==> src/rtl/sound_output.sv <==
// sound_output: AHB-Lite slave that plays queued notes as a square wave.
//   The CPU writes NOTE words {duration[31:16], half_period[15:0]} into a small
//   FIFO. An IDLE/LOAD/PLAY FSM pops the notes and plays them back-to-back.
//   Ports: HCLK/HRESET (sync, active-high); AHB-Lite slave inputs HADDR, HWDATA,
//   HSIZE (ignored), HTRANS, HWRITE, HREADY, HSEL; outputs HRDATA (STATUS only),
//   HREADYOUT (tied 1), speaker (audio square wave), busy (note in LOAD/PLAY).
//   Map: 0x0 NOTE (W), 0x4 STATUS (R), 0x8 CTRL (W: [0] flush, [1] clr_overflow).
module sound_output #(
  parameter int FIFO_DEPTH = 4,
  parameter int TICK_DIV   = 50000
) (
  input  logic        HCLK,
  input  logic        HRESET,
  input  logic [31:0] HADDR,
  input  logic [31:0] HWDATA,
  input  logic [2:0]  HSIZE,
  input  logic [1:0]  HTRANS,
  input  logic        HWRITE,
  input  logic        HREADY,
  input  logic        HSEL,
  output logic [31:0] HRDATA,
  output logic        HREADYOUT,
  output logic        speaker,
  output logic        busy
);

  localparam int AW = $clog2(FIFO_DEPTH);
  localparam int TW = (TICK_DIV > 1) ? $clog2(TICK_DIV) : 1;
  localparam logic [TW-1:0] TICK_LAST = TW'(TICK_DIV - 1);
  localparam logic [AW:0]   CNT_FULL  = (AW + 1)'(FIFO_DEPTH);

  typedef enum logic [1:0] {IDLE, LOAD, PLAY} state_t;

  state_t         state, state_nxt;
  logic           wr_en, rd_en;
  logic [1:0]     addr;
  logic           push, flush, clr_ovf, pop, drop, do_push, full, empty;
  logic           overflow;
  logic [31:0]    mem [FIFO_DEPTH];
  logic [AW-1:0]  rd_ptr, wr_ptr;
  logic [AW:0]    count;
  logic [31:0]    note;
  logic [15:0]    half_cnt, dur_cnt;
  logic [TW-1:0]  tick_cnt;
  logic           tick_wrap;
  logic           unused;

  assign HREADYOUT = 1'b1;
  assign unused    = ^{HSIZE, HADDR[31:4], HADDR[1:0]};

  // Address phase capture; the data phase acts on these one cycle later.
  always_ff @(posedge HCLK) begin
    if (HRESET) begin
      wr_en <= 1'b0;
      rd_en <= 1'b0;
      addr  <= 2'd0;
    end else begin
      wr_en <= HSEL && HREADY && (HTRANS != 2'b00) && HWRITE;
      rd_en <= HSEL && HREADY && (HTRANS != 2'b00) && !HWRITE;
      addr  <= HADDR[3:2];
    end
  end

  assign push    = wr_en && (addr == 2'd0);
  assign flush   = wr_en && (addr == 2'd2) && HWDATA[0];
  assign clr_ovf = wr_en && (addr == 2'd2) && HWDATA[1];
  assign full    = (count == CNT_FULL);
  assign empty   = (count == '0);
  // A pop in the same cycle frees a slot, so a push into a full FIFO survives.
  assign drop    = push && full && !pop && !flush;
  assign do_push = push && !drop && !flush;

  always_ff @(posedge HCLK) begin
    if (do_push) mem[wr_ptr] <= HWDATA;
  end

  always_ff @(posedge HCLK) begin
    if (HRESET || flush) begin
      rd_ptr <= '0;
      wr_ptr <= '0;
      count  <= '0;
    end else begin
      if (pop)     rd_ptr <= rd_ptr + 1'b1;
      if (do_push) wr_ptr <= wr_ptr + 1'b1;
      case ({do_push, pop})
        2'b10:   count <= count + 1'b1;
        2'b01:   count <= count - 1'b1;
        default: count <= count;
      endcase
    end
  end

  // A new overflow outranks a simultaneous clear.
  always_ff @(posedge HCLK) begin
    if (HRESET)       overflow <= 1'b0;
    else if (drop)    overflow <= 1'b1;
    else if (clr_ovf) overflow <= 1'b0;
  end

  assign tick_wrap = (tick_cnt == TICK_LAST);

  always_ff @(posedge HCLK) begin
    if (HRESET || flush) state <= IDLE;
    else                 state <= state_nxt;
  end

  always_comb begin
    state_nxt = state;
    case (state)
      IDLE: if (!empty) state_nxt = LOAD;
      LOAD: state_nxt = (note[31:16] == 16'd0) ? IDLE : PLAY;
      PLAY: if (tick_wrap && dur_cnt <= 16'd1) state_nxt = IDLE;
      default: state_nxt = IDLE;
    endcase
  end

  always_comb begin
    busy = (state != IDLE);
    pop  = (state == IDLE) && !empty && !flush;
  end

  always_ff @(posedge HCLK) begin
    if (HRESET || flush) begin
      note     <= '0;
      half_cnt <= '0;
      dur_cnt  <= '0;
      tick_cnt <= '0;
      speaker  <= 1'b0;
    end else begin
      case (state)
        IDLE: if (pop) note <= mem[rd_ptr];
        LOAD: begin
          half_cnt <= note[15:0];
          dur_cnt  <= note[31:16];
          tick_cnt <= '0;
          speaker  <= 1'b0;
        end
        PLAY: begin
          if (tick_wrap) begin
            tick_cnt <= '0;
            dur_cnt  <= dur_cnt - 1'b1;
          end else begin
            tick_cnt <= tick_cnt + 1'b1;
          end
          // half_period 0 is a rest: the counter is left alone, speaker stays low.
          if (note[15:0] != 16'd0) begin
            if (half_cnt == 16'd1) begin
              speaker  <= ~speaker;
              half_cnt <= note[15:0];
            end else begin
              half_cnt <= half_cnt - 1'b1;
            end
          end else begin
            speaker <= 1'b0;
          end
          if (tick_wrap && dur_cnt <= 16'd1) speaker <= 1'b0;
        end
        default: ;
      endcase
    end
  end

  always_comb begin
    HRDATA = '0;
    if (rd_en && addr == 2'd1)
      HRDATA = {24'd0, 4'(count), overflow, empty, full, busy};
  end

endmodule

==> config.mk <==
export PLATFORM = sky130hd
export DESIGN_NAME = sound_output
export DESIGN_NICKNAME = d
export VERILOG_FILES = /design/src/rtl/sound_output.sv
export SDC_FILE = /design/constraint.sdc
export NUM_CORES = 1
export LEC_CHECK = 0
export CAP_MARGIN = 5
export CORE_MARGIN = 5
export CORE_UTILIZATION = 55
export DETAILED_ROUTE_END_ITERATION = 12
export GPL_TIMING_DRIVEN = 0
export PLACE_DENSITY = 0.88
export SLEW_MARGIN = 40
export SYNTH_ARGS = -nofsm -noshare
export SYNTH_HDL_FRONTEND = slang
export SYNTH_SLANG_ARGS = --single-unit
==> constraint.sdc <==
create_clock -name HCLK -period 3.9 [get_ports HCLK]
set_clock_uncertainty 0.1 [all_clocks]
set_input_delay 0.78 -clock HCLK [delete_from_list [all_inputs] [get_ports HCLK]]
set_output_delay 0.78 -clock HCLK [all_outputs]
set_load 0.02 [all_outputs]
==> summary.md, run 1 <==
| Metric | Value |
|---|---|
| Initial antenna violation count | `0` |
| Max stage delay on crit path | `0.50 ns` |
| Ports | `109` |
| Min-Delay Path Class | `flip-flop to flip-flop` |
| Area Overhead vs Synth | `17.9%` |
| Worst reg2reg endpoint | `count[2]` |
| Largest net degree at the start of global routing | `19` |
| Clk sink count | `223` |
| Crit share post-route | `90.9%` |
| Met3 wire len | `2020 um` |
| H-tree depth | `1` |
| Clock Path Buffers | `3` |
| CTS Buf Count | `23` |
| Final wirelength | `24,300 um` |
| Largest family of logic cells by synthesized area | `simple AND/OR/NAND/NOR gates` |
| Port buffer count | `49` |
| Layout cells sized above 1 | `12.7%` |
| Max IR drop VDD | `0.435 mV` |
| Core region area | `17,300 sq um` |
| Post-Synthesis Cells | `821` |
| Dpl hpwl | `15,600 um` |
| Die ar. | `20,400 sq um` |
| Min-delay src | `note[10]` |
| Final Hold Viols | `0` |
| Met2 Wirelength | `12,000 um` |
| Ant diodes | `0` |
| CP max stage cell | `clkdlybuf4s50_1` |
| Die Span X | `143 um` |
| Static leakage | `3.85 nW` |
| Element type at the critical path end | `flip-flop` |
| Synth Area in Compound Gates | `9.73%` |
| Fin nets | `1,012` |
| Main synth FF type | `edfxtp_1` |
| Design area | `11,400 sq um` |
| Hold Path End | `note[10]` |
| Type of origin of the critical path | `primary input` |
| Sequential fraction of the synthesis area | `59.3%` |
| Crit path from | `HWDATA[0]` |
| DIE HEIGHT | `143 um` |
| Area leader, netlist | `edfxtp_1` |
| Resized Gates After CTS | `0` |
| Max Slew Vio Count | `0` |
| Tot GR Track Use | `23.6%` |
| Slew HR | `50.5%` |
| Worst r2r src | `state[0]` |
| Synthesis warning total | `0` |
| DRC | `0` |
| Crit Path Max Fanout | `10` |
| Reg2reg setup slack | `0.62 ns` |
| Row count | `48` |
| Least-Margin Pin Slew | `0.743 ns` |
| DP Area | `10,700 sq um` |
| Routability cong. | `0.953` |
| Highest metal used | `met4` |
| Grt total ovfl | `0` |
| R2R depth | `11` |
| First-pass GRT wire length | `38,200 um` |
| Status | `finished, final reports clean` |
| Synthesized area per cell | `11.8 sq um` |
| Synthesis-stage register bit count | `223` |
| Post-synth EDFFs | `128` |
| CP cell instances | `clkdlybuf4s50_1 > nand4b_1 > nand3_1 > clkinv_1 > clkbuf_1 > ha_1 > inv_1 > fa_1 > xor2_1 > or3_1 > a21oi_1` |
| Clock period minus worst slack | `3.54 ns` |
| Worst hold path depth | `2` |
| CTS tree | `yes` |
| Share of the synthesized area in the top cell type | `39.7%` |
| Pwr Density | `609 nW/um^2` |
| Iter 0 DRT Violations | `887` |
| Initial DRT Pass Iterations | `6` |
| Synth Area in Simple Gates | `14.2%` |
| Clk root buf | `clkbuf_16` |
| Final design utilization | `66.0%` |
| Asr flop ratio synth | `0%` |
| Drt via density | `6.10` |
| Initial Utilization | `56.0%` |
| Wire per inst | `20.9 um` |
| Worst path required time | `4.24 ns` |
| Adder-Cell Fraction of Synth Area | `2.01%` |
| DRT antenna net count | `0` |
| Mapped Area | `9690 sq um` |
| Final setup viols | `0` |
| Number of max-cap violations | `0` |
| Cts hold-fix bufs | `0` |
| Vias in the first global route | `6,959` |
| Buffer count from post-CTS setup fixing | `0` |
| Worst Path Arrival | `3.88 ns` |
| Post-Synth XOR/XNOR Area | `1.63%` |
| Met1 wire length | `9230 um` |
| Clk slew on worst S/H paths | `0.06 ns` |
| Library cells used by synthesis | `63` |
| RSZ-0062 raised after global routing | `no` |
| Fmax | `0.282 GHz` |
| Share of synthesized area spent on multiplexers | `8.47%` |
| Via count | `7,096` |
| Synth top area cells | `edfxtp_1 40%, dfxtp_1 20%, mux4_2 7.4%` |
| Clock Latency Late Sink | `0.51 ns` |
| WS Path Type | `primary input to flip-flop` |
## worst max-delay path: cells and delay by family
kind | cells | cell delay (ns)
XOR/XNOR | 1 | 0.17
AND/OR/NAND/NOR | 3 | 0.78
AO/OA/AOI/OAI | 1 | 0.14
adder cells (fa/ha/maj) | 2 | 0.69
buffers and inverters | 4 | 1.32
## synth_stat cells (15+ instances only)
library cell / instances
edfxtp_1: 128
nand2_1: 104
dfxtp_1: 95
a21oi_1: 78
nor2_1: 51
clkbuf_1: 36
mux4_2: 32
buf_4: 26
nor3_1: 20
nor4_1: 19
inv_1: 17
nand3_1: 15
## metrics by stage
step	setup TNS [ns]	setup slack, ns	total power [mW]	hold WS (ns)	std cells
2_1_floorplan	0	1.04	4.22	0.345	845
3_3_place_gp	0	0.0652	4.68	0.359	1119
3_5_place_dp	-0.00391	-0.00391	4.74	0.367	1123
4_1_cts	0	0.483	6.92	0.369	1164
5_1_grt	0	0.274	7.27	0.391	1164
6_report	0	0.356	6.95	0.375	1164
## cells in the final DEF (no fill, tap or decap), types with 5 or more instances in the layout
cell type	instances
or4_1	6
o31ai_1	5
mux4_2	32
nand3_1	15
mux2i_1	10
xnor2_1	8
nor4_1	18
ha_1	14
nor2b_1	9
clkbuf_16	23
and3_1	10
nor2_1	51
nand4_1	8
clkdlybuf4s50_1	49
or3_1	10
inv_1	17
o211ai_1	11
nor3_1	20
a21oi_1	78
dfxtp_1	95
edfxtp_1	128
buf_4	26
o22ai_1	8
conb_1	26
clkbuf_1	43
xor2_1	10
nand2_1	104
o21ai_0	12
## report_power, final
group | total, mW | switching (mW) | internal, mW
registers | 2.82 | 0.176 | 2.65
logic | 1.97 | 1.22 | 0.744
clock network | 2.16 | 0.873 | 1.29
total | 6.95 | 2.27 | 4.68
## layer usage
metal  track usage, %  up-vias
li1                 -     3206
met1             30.6     3396
met2             39.7      405
met3             4.15       89
met4             9.50        0
met5                0        -
## sequential cells by signal, summed over array words and instances (netlist names), 3 cells and up
name	count
count	3
note	32
dur_cnt	16
half_cnt	16
mem	128
tick_cnt	16
## worst max-delay path by stage
stage / end / slack, ns / cells past startpoint
6_report: count[2] / 0.36 / 11
3_5_place_dp: count[2] / -0.004 / 11
2_1_floorplan: count[2] / 1.04 / 10
4_1_cts: count[2] / 0.48 / 11
3_3_place_gp: count[2] / 0.07 / 11
5_1_grt: count[2] / 0.27 / 11
## cells by family after synthesis
kind of cell    Yosys count
flops                   223
compound gates          152
fa+ha+maj                15
mux                      42
other cells               2
simple gates            279
xor+xnor                 18
buf+inv                  90
## area by class of cell
cell class	instances	area, sq um
repair buffers	53	601
plain buffers	71	379
clock inverters	6	85.1
well taps	225	282
inverters	19	71.3
flip-flops and latches	223	5750
clock buffers	35	656
fillers	1196	5880
multi-input cells	532	3600
(Power assumes the default switching activity.)
==> run 2, diff against run 1 <==
Settings changed: GPL_TIMING_DRIVEN 0 to default.
Clock period 3.9 ns to 4.6 ns, I/O delays scaled along.
==> run 2 against run 1 <==
  * Critical path depth fell by 7
  * Sequential share of layout area rose by 1.5 points
  * Via count fell by 5.0%
  * Die area did not move
  * Core utilization fell by 1.9 points
  * Power fell by 16%
==> summary.md, run 2 (synthesized netlist as in run 1, its figures left out) <==
| Metric | Value |
|---|---|
| Status | `finished, final reports clean` |
| Setup TNS | `0 ns` |
| Final wirelength | `21,500 um` |
| Final Hold Viols | `0` |
| Max IR drop VDD | `0.407 mV` |
| # fillers | `1,195` |
| Min-Delay Path Class | `flip-flop to flip-flop` |
| Buffer count from post-CTS setup fixing | `0` |
| First-pass GRT wire length | `34,900 um` |
| Resized Gates After CTS | `0` |
| H-tree depth | `1` |
| Die Span X | `143 um` |
| Final design utilization | `64.1%` |
| Crit path from | `addr[1]` |
| Worst path required time | `3.58 ns` |
| Clock Path Buffers | `3` |
| Initial antenna violation count | `0` |
| Type of origin of the critical path | `flip-flop` |
| Clk sink count | `223` |
| Via count | `6,743` |
| Min-delay src | `note[6]` |
| Ant diodes | `0` |
| Slew HR | `46.4%` |
| Top flop regs | `mem (128), note (32)` |
| Tot GR Track Use | `21.2%` |
| DRC | `0` |
| Drt via density | `6.10` |
| Iter 0 DRT Violations | `694` |
| Ports | `109` |
| RSZ-0062 raised after global routing | `no` |
| DRT antenna net count | `0` |
| Clock Latency Late Sink | `0.50 ns` |
| Layout cells sized above 1 | `11.4%` |
| Element type at the critical path end | `output pin` |
| Clk root buf | `clkbuf_16` |
| Routability cong. | `0.940` |
| Initial Utilization | `56.0%` |
| Grt total ovfl | `0` |
| Area Overhead vs Synth | `14.5%` |
| Clock period minus worst slack | `2.99 ns` |
| Initial DRT Pass Iterations | `5` |
| Clk slew on worst S/H paths | `0.06 ns` |
| Commonest non-fill, non-tap cells in the layout | `128 x edfxtp_1, 104 x nand2_1, 94 x dfxtp_1` |
| Fmax | `0.334 GHz` |
| Crit share post-route | `65.1%` |
| Fin nets | `953` |
| Port buffer count | `49` |
| Dpl hpwl | `12,800 um` |
| Worst Path Arrival | `1.97 ns` |
| Row count | `48` |
| Wire per inst | `19.5 um` |
| Register area | `5750 sq um` |
| Hold Slack | `0.374 ns` |
| Cts hold-fix bufs | `0` |
| Vias in the first global route | `6,614` |
| Least-Margin Pin Slew | `0.797 ns` |
| WS Path Type | `flip-flop to output pin` |
| Final setup viols | `0` |
| CTS Buf Count | `23` |
| Commonest non-fill, non-tap cell in the layout | `edfxtp_1` |
| Largest net degree at the start of global routing | `39` |
| Core region area | `17,300 sq um` |
| DIE HEIGHT | `143 um` |
| Static leakage | `3.69 nW` |
| Footprint of the multi-input gates | `3610 sq um` |
| Max reg flops | `128` |
| Number of max-cap violations | `0` |
| Die ar. | `20,400 sq um` |
| Crit Path Max Fanout | `5` |
| CTS tree | `yes` |
| Worst r2r src | `state[0]` |
| Pwr Density | `529 nW/um^2` |
| Biggest register | `mem` |
| Max Slew Vio Count | `0` |
==> run 2: cell count changes in the layout (fill, tap and decap cells not counted), sizes merged <==
cell      before  now
clkinvlp       1    2
bufinv         2    3
clkinv         3    5
buf           36   16
inv           19   18
clkbuf        74   32
==> run 2: stage by stage <==
stage	worst slack, ns	cell area [sq um]	std cells	power, mW
2_1_floorplan	1.60	9780	845	3.58
3_3_place_gp	1.46	10300	1064	3.90
3_5_place_dp	1.39	10300	1064	3.96
4_1_cts	1.60	11100	1105	5.86
5_1_grt	1.51	11100	1105	6.17
6_report	1.61	11100	1105	5.87
==> run 2: per-layer routing <==
metal | vias up | wire length, um | GRT usage [%]
met3 | 58 | 1620 | 2.88
met2 | 322 | 11100 | 37.0
li1 | 3090 | - | -
met5 | - | 0 | 0
met1 | 3273 | 8230 | 27.7
met4 | 0 | 581 | 6.60
==> run 2: final cells by class <==
| class | count | share of cell area [%] |
|---|---|---|
| Sequential cell | 223 | 51.8 |
| Multi-Input combinational cell | 532 | 32.5 |
| Clock buffer | 32 | 5.80 |
| Timing Repair Buffer | 65 | 5.51 |
| Tap cell | 225 | 2.54 |
| Clock inverter | 9 | 1.15 |
| Inverter | 19 | 0.643 |
==> run 2: power by group <==
| group | leakage [nW] | internal [mW] | switching (mW) |
|---|---|---|---|
| Sequential | 1.92 | 2.25 | 0.191 |
| Clock | 0.372 | 1.14 | 0.742 |
| Combinational | 1.40 | 0.602 | 0.943 |
==> run 2: final timing paths <==
| check | to | slack (ns) | cells after the start |
|---|---|---|---|
| max | HRDATA[1] | 1.61 | 4 |
| min | note[6] | 0.37 | 2 |
| max reg2reg | count[2] | 1.73 | 11 |
| min reg2reg | note[6] | 0.37 | 2 |
==> run 2: critical path: stages, from the launching register on <==
cell and delay (ns):
dfxtp_1 0.35, and3b_1 0.24, and2_1 0.14, and3_1 0.15, clkdlybuf4s50_1 0.61
==> run 3, diff against run 2 <==
Settings changed: CORE_UTILIZATION 55 to 51, PLACE_DENSITY 0.88 to 0.86.
Clock period 4.6 ns to 2.55 ns, I/O delays scaled along.
==> run 3 against run 2 <==
  * Setup slack got worse by 1.5 ns
  * Register-to-register slack worse by 1.7 ns
  * Largest cell class unchanged
  * Largest power group unchanged
  * Core utilization shrank 3.6 points
==> summary.md, run 3 (synthesized netlist as in run 1, its figures left out) <==
| Metric | Value |
|---|---|
| CTS Buf Count | `23` |
| Worst hold path depth | `2` |
| WS Path Type | `flip-flop to flip-flop` |
| Worst Path Arrival | `2.81 ns` |
| Combinational power share | `28.6%` |
| Element type at the critical path end | `flip-flop` |
| Top flop regs | `mem (128), note (32)` |
| Iter 0 DRT Violations | `502` |
| Die ar. | `21,800 sq um` |
| Crit Path Max Fanout | `3` |
| Clock Latency Late Sink | `0.51 ns` |
| Hold Path End | `state[0]` |
| Min-Delay Path Class | `flip-flop to flip-flop` |
| Final Hold Viols | `0` |
| Ant diodes | `0` |
| Type of origin of the critical path | `flip-flop` |
| Fmax | `0.403 GHz` |
| Final setup viols | `0` |
| Core region area | `18,700 sq um` |
| Tot GR Track Use | `18.6%` |
| Pwr Density | `976 nW/um^2` |
| Clk sink count | `223` |
| Via count | `6,637` |
| Slew HR | `45.1%` |
| Status | `finished, final reports clean` |
| Sw Share | `31.9%` |
| Worst r2r src | `state[0]` |
| Max IR drop VDD | `0.994 mV` |
| Number of max-cap violations | `0` |
| Wire per inst | `18.4 um` |
| Fin nets | `966` |
| Static leakage | `3.80 nW` |
| Initial DRT Pass Iterations | `6` |
| Layout Cells excl Fill | `1,128` |
| Overall power | `11.0 mW` |
| Port buffer count | `49` |
| Clock share of power | `32.2%` |
| Routability cong. | `0.886` |
| Clk slew on worst S/H paths | `0.06 ns` |
| Cell internal pwr | `7.53 mW` |
| Total placed cells including tap cells | `1,086` |
| Commonest non-fill, non-tap cell in the layout | `edfxtp_1` |
| Drt via density | `5.88` |
| Grt total ovfl | `0` |
| Row count | `50` |
| RSZ-0062 raised after global routing | `yes` |
| Sequential share of power | `39.2%` |
| Biggest register | `mem` |
| Max reg flops | `128` |
| DIE HEIGHT | `148 um` |
| Area Overhead vs Synth | `16.8%` |
| Least-Margin Pin Slew | `0.823 ns` |
| DRC | `0` |
| Switching Power | `3.52 mW` |
| Max Slew Vio Count | `0` |
| Dpl hpwl | `13,000 um` |
| Crit share post-route | `97.4%` |
| Clock period minus worst slack | `2.48 ns` |
| Die Span X | `148 um` |
| Setup slack after layout | `0.0667 ns` |
| Initial antenna violation count | `0` |
| Reg2reg setup slack | `0.07 ns` |
| Largest net degree at the start of global routing | `36` |
| Clk root buf | `clkbuf_16` |
| Worst reg2reg endpoint | `count[2]` |
| Cts hold-fix bufs | `0` |
| H-tree depth | `1` |
| Buffer count from post-CTS setup fixing | `0` |
| Vias in the first global route | `6,681` |
| R2R depth | `11` |
| Ports | `109` |
| Clock Path Buffers | `3` |
| Commonest non-fill, non-tap cells in the layout | `128 x edfxtp_1, 104 x nand2_1, 92 x dfxtp_1` |
| Worst path required time | `2.87 ns` |
| Setup WS pre-CTS | `-0.165 ns` |
| First-pass GRT wire length | `33,300 um` |
| Final wirelength | `20,800 um` |
| Layout cells sized above 1 | `13.8%` |
| Initial Utilization | `51.8%` |
| DRT antenna net count | `0` |
| Min-delay src | `state[0]` |
| Crit path from | `state[0]` |
| CTS tree | `yes` |
[run 3: cell count changes in the layout (fill, tap and decap cells not counted), sizes merged]
cell	before	now
inv	18	20
buf	16	29
clkinv	5	7
clkdlybuf4s50	49	45
dlygate4sd2	0	4
clkbuf	32	26
bufinv	3	5
clkinvlp	2	3
[run 3: repair_timing]
item	CTS	global route
pin swaps	0	2
hold endpoints to repair	0	0
gates resized for setup	5	8
endpoints found under the setup margin	5	2
[run 3: per-layer routing]
metal	up-vias	global-route usage, %	share of wire (%)
met5	-	0	0
met4	0	6.51	2.7
li1	3111	-	-
met2	284	33.6	51
met3	64	2.91	6.9
met1	3178	22.7	39
[run 3: power groups by stage]
stage	Sequential (mW)	Combinational, mW	Clock, mW
after global placement	4.36	2.98	0
final	4.33	3.16	3.56
after CTS	4.31	3.10	3.61
after floorplan	4.28	2.18	0
after detailed placement	4.38	3.04	0
after global routing	4.36	3.47	3.76
[run 3: worst max-delay path by stage]
stage	end	slack, ns	depth (start not counted)
6_report	count[2]	0.07	11
5_1_grt	count[2]	-0.02	11
4_1_cts	count[2]	0.03	11
3_5_place_dp	count[2]	-0.17	10
3_3_place_gp	count[2]	-0.08	10
2_1_floorplan	count[2]	0.03	11
[run 3: stage by stage]
stage                     instance area (sq um)  setup TNS (ns)  hold WS (ns)  utilization (%)
after floorplan                            9780               0         0.345                -
after global placement                    10500         -0.0784         0.358             55.9
after global routing                      11300         -0.0289         0.401             60.5
after detailed placement                  10500          -0.165         0.366             55.9
after CTS                                 11300               0         0.376             60.3
final                                     11300               0         0.373             60.5
[run 3: layout make-up]
cell class	count	area [sq um]
sequential	223	5750
inverter	19	71.3
multi-input combinational	532	3630
fill	1339	7390
timing repair buffer	78	753
tap	234	293
clock buffer	26	587
clock inverter	16	228
[run 3: worst max-delay path: stages (launching register included)]
cell,delay [ns]
dfxtp_2,0.34
inv_1,0.08
ha_4,0.18
nor4b_4,0.31
nor3b_2,0.10
inv_1,0.07
ha_2,0.17
inv_1,0.05
fa_1,0.38
xor2_1,0.16
or3_1,0.32
a21oi_1,0.16
